File: src/rtl/sfx_arbiter_if.sv
// Bundle between the game-side sound-effect requesters and the Audio tone selector.
// The game logic drives the master side. The arbiter implements the slave side.
interface sfx_arbiter_if #(
  parameter int NREQ = 4
);
  logic                en;
  logic [NREQ-1:0]     req;
  logic [8*NREQ-1:0]   dur;
  logic [2:0]          sel;
  logic [NREQ-1:0]     grant;
  logic                playing;
  logic                done;

  modport master (
    output en, req, dur,
    input  sel, grant, playing, done
  );

  modport slave (
    input  en, req, dur,
    output sel, grant, playing, done
  );
endinterface

File: src/rtl/sfx_arbiter.sv
// Fixed-priority, preemptive arbiter that shares one Audio tone generator among sound effects.
// Each grant plays for a timed number of ms. A natural finish is followed by a silent gap.
module sfx_arbiter #(
  parameter int NREQ     = 4,
  parameter int TICK_DIV = 100000,
  parameter int GAP_MS   = 10
) (
  input  logic         clk,
  input  logic         rst,
  sfx_arbiter_if.slave bus
);

  localparam int PW = (TICK_DIV > 1) ? $clog2(TICK_DIV) : 1;
  localparam int GW = (GAP_MS > 0) ? $clog2(GAP_MS + 1) : 1;
  localparam logic [PW-1:0] PRESC_LAST = PW'(TICK_DIV - 1);
  localparam logic [GW-1:0] GAP_LOAD   = GW'(GAP_MS);

  typedef enum logic [1:0] {
    S_IDLE,
    S_PLAY,
    S_GAP
  } state_e;

  state_e          state_q, state_d;
  logic [NREQ-1:0] req_q, req_d;
  logic [NREQ-1:0] pending_q, pending_d;
  logic [NREQ-1:0] grant_q, grant_d;
  logic [2:0]      cur_q, cur_d;
  logic [2:0]      sel_q, sel_d;
  logic [PW-1:0]   presc_q, presc_d;
  logic [7:0]      ms_q, ms_d;
  logic [GW-1:0]   gap_q, gap_d;
  logic            playing_q, playing_d;
  logic            done_q, done_d;

  logic [NREQ-1:0] rise;
  logic            win_valid;
  logic [2:0]      win_idx;
  logic [7:0]      win_dur;
  logic            tick;
  logic            start;

  // Lowest set pending index wins. Scanning downward lets the last hit be the winner.
  always_comb begin
    win_valid = 1'b0;
    win_idx   = '0;
    win_dur   = '0;
    for (int i = NREQ - 1; i >= 0; i--) begin
      if (pending_q[i]) begin
        win_valid = 1'b1;
        win_idx   = 3'(i);
        win_dur   = bus.dur[8*i +: 8];
      end
    end
  end

  assign tick = (presc_q == PRESC_LAST);

  // NOTE: every signal written here gets a default first so no path leaves it unassigned (no latches).
  always_comb begin
    req_d     = bus.req;
    rise      = bus.req & ~req_q;
    state_d   = state_q;
    pending_d = pending_q | rise;
    cur_d     = cur_q;
    presc_d   = tick ? '0 : presc_q + 1'b1;
    ms_d      = ms_q;
    gap_d     = gap_q;
    done_d    = 1'b0;
    start     = 1'b0;

    if (!bus.en) begin
      state_d   = S_IDLE;
      pending_d = '0;
      cur_d     = '0;
      presc_d   = '0;
      ms_d      = '0;
      gap_d     = '0;
    end else begin
      unique case (state_q)
        S_IDLE: begin
          presc_d = '0;
          start   = win_valid;
        end

        S_PLAY: begin
          // A finishing tick wins over a same-cycle preemption, because the sound has already played out.
          if (tick && ms_q <= 8'd1) begin
            done_d  = 1'b1;
            ms_d    = '0;
            presc_d = '0;
            if (GAP_MS > 0) begin
              state_d = S_GAP;
              gap_d   = GAP_LOAD;
            end else begin
              state_d = S_IDLE;
            end
          end else begin
            if (tick) ms_d = ms_q - 8'd1;
            start = win_valid && (win_idx < cur_q);
          end
        end

        S_GAP: begin
          if (tick) begin
            if (gap_q <= GW'(1)) begin
              state_d = S_IDLE;
              gap_d   = '0;
              presc_d = '0;
            end else begin
              gap_d = gap_q - GW'(1);
            end
          end
        end

        default: begin
          state_d = S_IDLE;
          presc_d = '0;
        end
      endcase
    end

    // A grant drops the winner's pending bit. An edge arriving on that same index in this cycle re-arms it.
    if (start) begin
      state_d   = S_PLAY;
      cur_d     = win_idx;
      pending_d = (pending_q & ~(NREQ'(1) << win_idx)) | rise;
      ms_d      = (win_dur == 8'd0) ? 8'd1 : win_dur;
      presc_d   = '0;
    end

    playing_d = (state_d == S_PLAY);
    sel_d     = playing_d ? cur_d + 3'd1 : 3'd0;
    grant_d   = playing_d ? (NREQ'(1) << cur_d) : '0;
  end

  // NOTE: sequential state uses non-blocking assignments so every flop samples pre-edge values.
  always_ff @(posedge clk or negedge rst) begin
    if (!rst) begin
      state_q   <= S_IDLE;
      req_q     <= '0;
      pending_q <= '0;
      grant_q   <= '0;
      cur_q     <= '0;
      sel_q     <= '0;
      presc_q   <= '0;
      ms_q      <= '0;
      gap_q     <= '0;
      playing_q <= 1'b0;
      done_q    <= 1'b0;
    end else begin
      state_q   <= state_d;
      req_q     <= req_d;
      pending_q <= pending_d;
      grant_q   <= grant_d;
      cur_q     <= cur_d;
      sel_q     <= sel_d;
      presc_q   <= presc_d;
      ms_q      <= ms_d;
      gap_q     <= gap_d;
      playing_q <= playing_d;
      done_q    <= done_d;
    end
  end

  assign bus.sel     = sel_q;
  assign bus.grant   = grant_q;
  assign bus.playing = playing_q;
  assign bus.done    = done_q;

endmodule

File: src/flat_wrapper.sv
// flat-port wrapper written by rule: the top's interface ports become plain ports
module sfx_arbiter_flat 
#(
  parameter int NREQ     = 4,
  parameter int TICK_DIV = 100000,
  parameter int GAP_MS   = 10
)
  (clk, rst, bus_en, bus_req, bus_dur, bus_sel, bus_grant, bus_playing, bus_done);
  sfx_arbiter_if #(.NREQ(NREQ)) bus_i ();
  input  logic clk;
  input  logic rst;
  input wire logic [$bits(bus_i.en)-1:0] bus_en;
  input wire logic [$bits(bus_i.req)-1:0] bus_req;
  input wire logic [$bits(bus_i.dur)-1:0] bus_dur;
  output wire logic [$bits(bus_i.sel)-1:0] bus_sel;
  output wire logic [$bits(bus_i.grant)-1:0] bus_grant;
  output wire logic [$bits(bus_i.playing)-1:0] bus_playing;
  output wire logic [$bits(bus_i.done)-1:0] bus_done;
  assign bus_i.en = bus_en;
  assign bus_i.req = bus_req;
  assign bus_i.dur = bus_dur;
  assign bus_sel = bus_i.sel;
  assign bus_grant = bus_i.grant;
  assign bus_playing = bus_i.playing;
  assign bus_done = bus_i.done;
  sfx_arbiter #(.NREQ(NREQ), .TICK_DIV(TICK_DIV), .GAP_MS(GAP_MS)) u_core (.clk(clk), .rst(rst), .bus(bus_i));
endmodule
File: config.mk
export PLATFORM = sky130hd
export DESIGN_NAME = sfx_arbiter_flat
export DESIGN_NICKNAME = d
export VERILOG_FILES = /design/src/rtl/sfx_arbiter_if.sv /design/src/rtl/sfx_arbiter.sv /design/src/flat_wrapper.sv
export SDC_FILE = /design/constraint.sdc
export NUM_CORES = 1
export LEC_CHECK = 0
export CAP_MARGIN = 20
export CORE_ASPECT_RATIO = 0.7
export CORE_UTILIZATION = 54
export CTS_BUF_LIST = sky130_fd_sc_hd__clkbuf_8 sky130_fd_sc_hd__clkbuf_16
export DETAILED_ROUTE_END_ITERATION = 12
export GPL_ROUTABILITY_DRIVEN = 0
export PLACE_DENSITY = 0.88
export SETUP_SLACK_MARGIN = 0.5
export SYNTH_ARGS = -nofsm -noshare
export SYNTH_HDL_FRONTEND = slang
export SYNTH_SLANG_ARGS = --single-unit
File: constraint.sdc
create_clock -name clk -period 3.25 [get_ports clk]
set_input_delay 0.325 -clock clk [delete_from_list [all_inputs] [get_ports clk]]
set_output_delay 0.325 -clock clk [all_outputs]
set_load 0.05 [all_outputs]
==> results.json, run 1 <==
{
  "clkSlewWorstSetupHoldPaths_ps": 100,
  "core_sq_um": 5423,
  "fmax_ghz": 0.3757,
  "synthFlopType": "dfrtp_1",
  "numCtsBuffers": 5,
  "antenna_found_initial": 0,
  "vias": 2756,
  "fin_crit_sh_pct": 81.90,
  "synth.area.top_cells": "dfrtp_1 (41%), ha_1 (6.0%), a21oi_1 (3.8%)",
  "r2r_start": "u_core.pending_q[3]$_DFF_PN0_",
  "rsz0062_at_grt": "no",
  "ys_ff_latch": 51,
  "clockRootBuffer": "clkbuf_8",
  "use_met1_pct": 35.13,
  "ys_warn_count": 0,
  "layout-drive-gt1-share_pct": 11.72,
  "fp.dieArea_sq_um": 6144,
  "crit_path_start_kind": "register",
  "synth_edf_count": 0,
  "die_w_um": 93.26,
  "place_hpwl_um": 5447,
  "grt_use_met3_pct": 6.437,
  "grt_overflow": 0,
  "setup_viol": 0,
  "clockBufferDepth": 2,
  "layout.cells.non_filler": 456,
  "power.leakage_uw": 0.001610,
  "timing.max_cap.violations": 0,
  "tritoncts": "done",
  "drc_errors": 0,
  "synth_fp_nets": 384,
  "hold_viol": 0,
  "drt-wirelength-per-cell_um": 16.62,
  "drt-initial-drc-count": 217,
  "cp_max_fo": 8,
  "cp.required_ps": 3490,
  "ys_types": 59,
  "clock_latency_ps": 310,
  "syn_area_per_cell_sq_um": 9.539,
  "grt_pass1_wl_um": 12620,
  "diodes": 0,
  "grt_usage_pct": 26.52,
  "row_count": 22,
  "end_kind": "register",
  "final_cell_mix": "dfrtp_1 (50), clkdlybuf4s50_1 (46), nor2_1 (26)",
  "criticalPathCategory": "reg2reg",
  "cts_sinks": 51,
  "slew_viol_final": 0,
  "htreeDepth": 2,
  "netlist_instances": 330,
  "grt_pass1_vias": 2727,
  "synth_top_cell_area_share_pct": 40.54,
  "layout_commonest_cell": "dfrtp_1",
  "yosysSeqAreaShare_pct": 40.54,
  "ir_drop_v": 0.0003333,
  "grt_util_met2_pct": 43.84,
  "vias_per_cell": 6.044,
  "grt_max_degree": 33,
  "cp-startpoint": "u_core.pending_q[3]$_DFF_PN0_",
  "io_pins": 48,
  "hold_buffers": 0,
  "synthArstFlopShare_pct": 100.0,
  "slew_headroom_pct": 54.01,
  "synth_top_area_cell": "dfrtp_1",
  "grt_busiest_layer": "met2",
  "hold_class": "in2async",
  "whs_ps": 42.95,
  "drtPass1Iterations": 4,
  "io_buffers": 47,
  "wl_um": 7580,
  "powerDensity_nw_per_um2": 466.5,
  "tns_ps": 0,
  "fin_crit_ps": 2662,
  "arrival_ps": 2900,
  "syn2layout_area_growth_pct": 22.77,
  "netlist_area_sq_um": 3148,
  "fin_nets": 437,
  "fp.dieH_um": 65.88,
  "skew_ps": 6.830,
  "status": "finished, final reports clean",
  "tightest_slew_ps": 689.8,
  "ant_nets": 0,
  "dpl.cell_count": 441,
  "start_util_pct": 58.05
}
registers in the layout, indices dropped and copies added (netlist names):
signal	cells
u_core.bus.done	1
u_core.bus.grant	4
u_core.bus.playing	1
u_core.bus.sel	3
u_core.cur_q	3
u_core.gap_q	4
u_core.ms_q	8
u_core.pending_q	4
u_core.presc_q	17
u_core.req_q	4
u_core.state_q	2
layout make-up:
type                            count  area [sq um]
Tap cell                           72         90.09
Clock buffer                        5         68.82
Sequential cell                    51          1277
Multi-Input combinational cell    250          1742
Inverter                           15         56.30
Clock inverter                      3         67.56
Fill cell                         374          1558
Timing Repair Buffer               60         563.0
cells in the mapped netlist (all sizes together) (2+ instances only):
| cell | instances |
|---|---|
| nor4 | 6 |
| clkbuf | 5 |
| o21ai | 10 |
| nand2b | 9 |
| o211ai | 5 |
| o311ai | 2 |
| nand3b | 4 |
| nand3 | 15 |
| o22ai | 4 |
| nand4 | 6 |
| nor4b | 2 |
| dfrtp | 51 |
| and3 | 6 |
| xor2 | 10 |
| nor4bb | 2 |
| xnor2 | 6 |
| o31ai | 2 |
| o32ai | 2 |
| nor2 | 38 |
| or3 | 2 |
| a22oi | 5 |
| nor3 | 10 |
| o21a | 3 |
| a31oi | 2 |
| and2 | 2 |
| nand2 | 23 |
| nor2b | 9 |
| ha | 15 |
| o221ai | 2 |
| buf | 9 |
| a21oi | 24 |
| mux2i | 10 |
| inv | 14 |
critical path: stages (launching register included):
cell and delay (ps):
dfrtp_2 480, o21a_1 230, ha_1 310, o211ai_1 140
o211ai_2 200, o21ai_4 240, mux2i_2 270, nor2_1 110
ha_1 220, ha_1 260, a21oi_1 120
routing by layer:
metal | wire [um] | share of wire [%]
met1 | 3366 | 44
met2 | 3533 | 47
met3 | 536 | 7.1
met4 | 144 | 1.9
met5 | 0 | 0
cells by family after synthesis:
kind of cell / Yosys count / synth area share [%]
AND/OR/NAND/NOR: 139 / 26.31
AO/OA/AOI/OAI: 70 / 14.59
flip-flops: 51 / 40.54
buffers and inverters: 29 / 4.968
XOR/XNOR: 16 / 4.451
adder cells (fa/ha/maj): 15 / 5.962
multiplexers: 10 / 3.180
worst paths after layout:
kind / slack, ps / depth (start not counted) / endpoint
worst min register to register: 440 / 1 / u_core.pending_q[2]$_DFF_PN0_
worst max-delay path: 590 / 10 / u_core.bus.sel[2]$_DFF_PN0_
worst max register to register: 590 / 10 / u_core.bus.sel[2]$_DFF_PN0_
max in group asynchronous: 2460 / 2 / u_core.ms_q[6]$_DFFE_PN0P_
worst min-delay path: 40 / 1 / u_core.bus.grant[1]$_DFF_PN0_
min in group clk: 440 / 1 / u_core.pending_q[2]$_DFF_PN0_
repair_timing:
action / CTS / global route
endpoints found under the hold margin: 0 / 0
resized for setup: 1 / 5
cloned: 0 / 0
pin swaps: 1 / 3
buffers inserted: 1 / 6
setup endpoints to repair: 2 / 6
metrics by stage:
| step | total power, uW | area, sq um | setup WS [ps] | utilization [%] |
|---|---|---|---|---|
| detailed placement | 1245 | 3659 | 495.8 | 67.47 |
| global placement | 1224 | 3659 | 593.5 | 67.47 |
| global route | 1882 | 3865 | 445.0 | 71.27 |
| finish | 1803 | 3865 | 588.3 | 71.27 |
| floorplan | 1083 | 3158 | 500.8 | - |
| CTS | 1778 | 3804 | 503.9 | 70.14 |
power by group:
part | internal, uW | switching (uW) | leakage [uW]
sequential | 677 | 39.5 | 0.000691
clock | 307 | 222 | 0.0000644
combinational | 225 | 333 | 0.000856
total | 1210 | 594 | 0.00161
No activity file was read; power rests on OpenSTA's default activity.
==> inputs of run 2 (changes only) <==
CORE_UTILIZATION = 49   (was 54)
PLACE_DENSITY = 0.84   (was 0.88)
clock period = 2.3 ns   (was 3.25 ns; I/O delays follow)
==> results.json, run 2 (synthesis gave the netlist of run 1 again) <==
{
  "io_pins": 48,
  "place_hpwl_um": 6143,
  "path_delay_family": "adder cells",
  "end_kind": "register",
  "powerDensity_nw_per_um2": 592.0,
  "layout-drive-gt1-share_pct": 34.83,
  "pwr-share-clk_pct": 19.9,
  "clockRootBuffer": "clkbuf_8",
  "tightest_slew_ps": 541.1,
  "htreeDepth": 2,
  "fp.dieH_um": 69.06,
  "grt_max_degree": 26,
  "reg2reg_slack_ps": -310,
  "reg.largest.list": "u_core.presc_q: 17 flops, u_core.ms_q: 8 flops",
  "clockBufferDepth": 2,
  "tritoncts": "done",
  "layout_commonest_cell": "dfrtp_1",
  "setup_viol": 34,
  "fp.dieArea_sq_um": 6754,
  "final_util_pct": 77.62,
  "dpl_cell_area_sq_um": 4001,
  "swShare_pct": 39.45,
  "diodes": 0,
  "grt_overflow": 0,
  "skew_ps": 6.050,
  "fmax_ghz": 0.3826,
  "tns_ps": -4426,
  "wl_um": 11660,
  "r2r_start": "u_core.ms_q[0]$_DFFE_PN0P_",
  "slew_viol_final": 0,
  "violations": "setup timing",
  "vias_per_cell": 6.470,
  "largest_reg_flops": 17,
  "crit_path_start_kind": "register",
  "clkSlewWorstSetupHoldPaths_ps": 100,
  "fin_nets": 498,
  "max_stage_delay_ps": 520,
  "hold_viol": 0,
  "timing.max_cap.violations": 0,
  "io_buffers": 47,
  "final_cell_mix": "dfrtp_1 (51), buf_4 (50), clkdlybuf4s50_1 (46)",
  "arrival_ps": 2830,
  "cp-startpoint": "u_core.ms_q[0]$_DFFE_PN0P_",
  "p_comb_share_pct": 44.5,
  "fin_crit_sh_pct": 113.6,
  "power.leakage_uw": 0.001994,
  "layout.cells.non_filler": 523,
  "netSwitchingPower_uw": 1127,
  "dpl.cell_count": 484,
  "drc_errors": 0,
  "row_count": 24,
  "cts_sinks": 51,
  "syn2layout_area_growth_pct": 53.26,
  "hold_class": "in2async",
  "ir_drop_v": 0.0004227,
  "vias": 3384,
  "fin_crit_ps": 2614,
  "finalWorstSetupSlack_ps": -313.7,
  "drt-wirelength-per-cell_um": 22.29,
  "core_sq_um": 6216,
  "ant_nets": 0,
  "drtPass1Iterations": 6,
  "rsz0062_at_grt": "yes",
  "power_frac_seq_pct": 35.7,
  "grt_pass1_vias": 3227,
  "cp.required_ps": 2510,
  "final_design_area_no_fill_sq_um": 4825,
  "slew_headroom_pct": 63.65,
  "largest-register": "u_core.presc_q",
  "worst-path-buf-inv": 1,
  "status": "finished, violations left",
  "p_int_uw": 1729,
  "numCtsBuffers": 5,
  "grt_pass1_wl_um": 16270,
  "start_util_pct": 50.64,
  "die_w_um": 97.80,
  "antenna_found_initial": 0,
  "cp_max_fo": 5,
  "drt-initial-drc-count": 417,
  "clock_latency_ps": 320,
  "path_cells": "inv_1 > ha_1 > o211ai_1 > nor2_4 > o21ai_4 > mux2i_1 > nor2_1 > ha_2 > ha_4 > a21oi_4",
  "criticalPathCategory": "reg2reg",
  "grt_usage_pct": 30.70,
  "slowest_stage": "dfrtp_1"
}
[run 2: repair_timing]
item,4_1_cts,5_1_grt
gates cloned,2,0
setup buffers,18,10
endpoints found under the setup margin,47,47
pin swaps,31,22
hold buffers,1,0
gates resized for setup,68,32
hold endpoints to repair,9,0
[run 2: routing by layer]
layer  GRT usage, %  share of wire (%)  wire [um]  vias to the layer above
li1               -                  -          -                     1410
met1          39.76                 39       4570                     1616
met2          51.22                 47       5475                      263
met3          5.477                8.2        960                       95
met4          12.29                5.6        651                        0
met5              0                  0          0                        -
[run 2: worst paths after layout]
check	end	cells after the start
max	u_core.bus.sel[2]$_DFF_PN0_	10
min	u_core.bus.sel[1]$_DFF_PN0_	2
max reg2reg	u_core.bus.sel[2]$_DFF_PN0_	10
min reg2reg	u_core.pending_q[2]$_DFF_PN0_	1
max in group asynchronous	u_core.gap_q[0]$_DFFE_PN0P_	3
min in group clk	u_core.req_q[2]$_DFF_PN0_	1
[run 2: cell type report]
cell class,count,area (sq um)
multi-input cells,250,2143
fillers,315,1391
repair buffers,121,1160
clock inverters,3,22.52
well taps,78,97.59
inverters,15,56.30
flip-flops and latches,51,1276
clock buffers,5,68.82
[run 2: stage by stage]
| step | hold WS [ps] | setup slack [ps] | power, uW |
|---|---|---|---|
| floorplan | -65.59 | -308.9 | 1566 |
| global placement | 104.3 | 22.05 | 1848 |
| detailed placement | 105.0 | -162.7 | 1884 |
| CTS | 300.3 | -117.0 | 2620 |
| global route | 314.3 | -382.8 | 2939 |
| finish | 284.9 | -313.7 | 2856 |
[run 2: power groups by stage]
stage	clock [uW]	combinational, uW	sequential [uW]
floorplan	0	483	1080
global placement	0	834	1010
detailed placement	0	866	1020
CTS	548	1070	1000
global route	605	1310	1020
finish	567	1270	1020
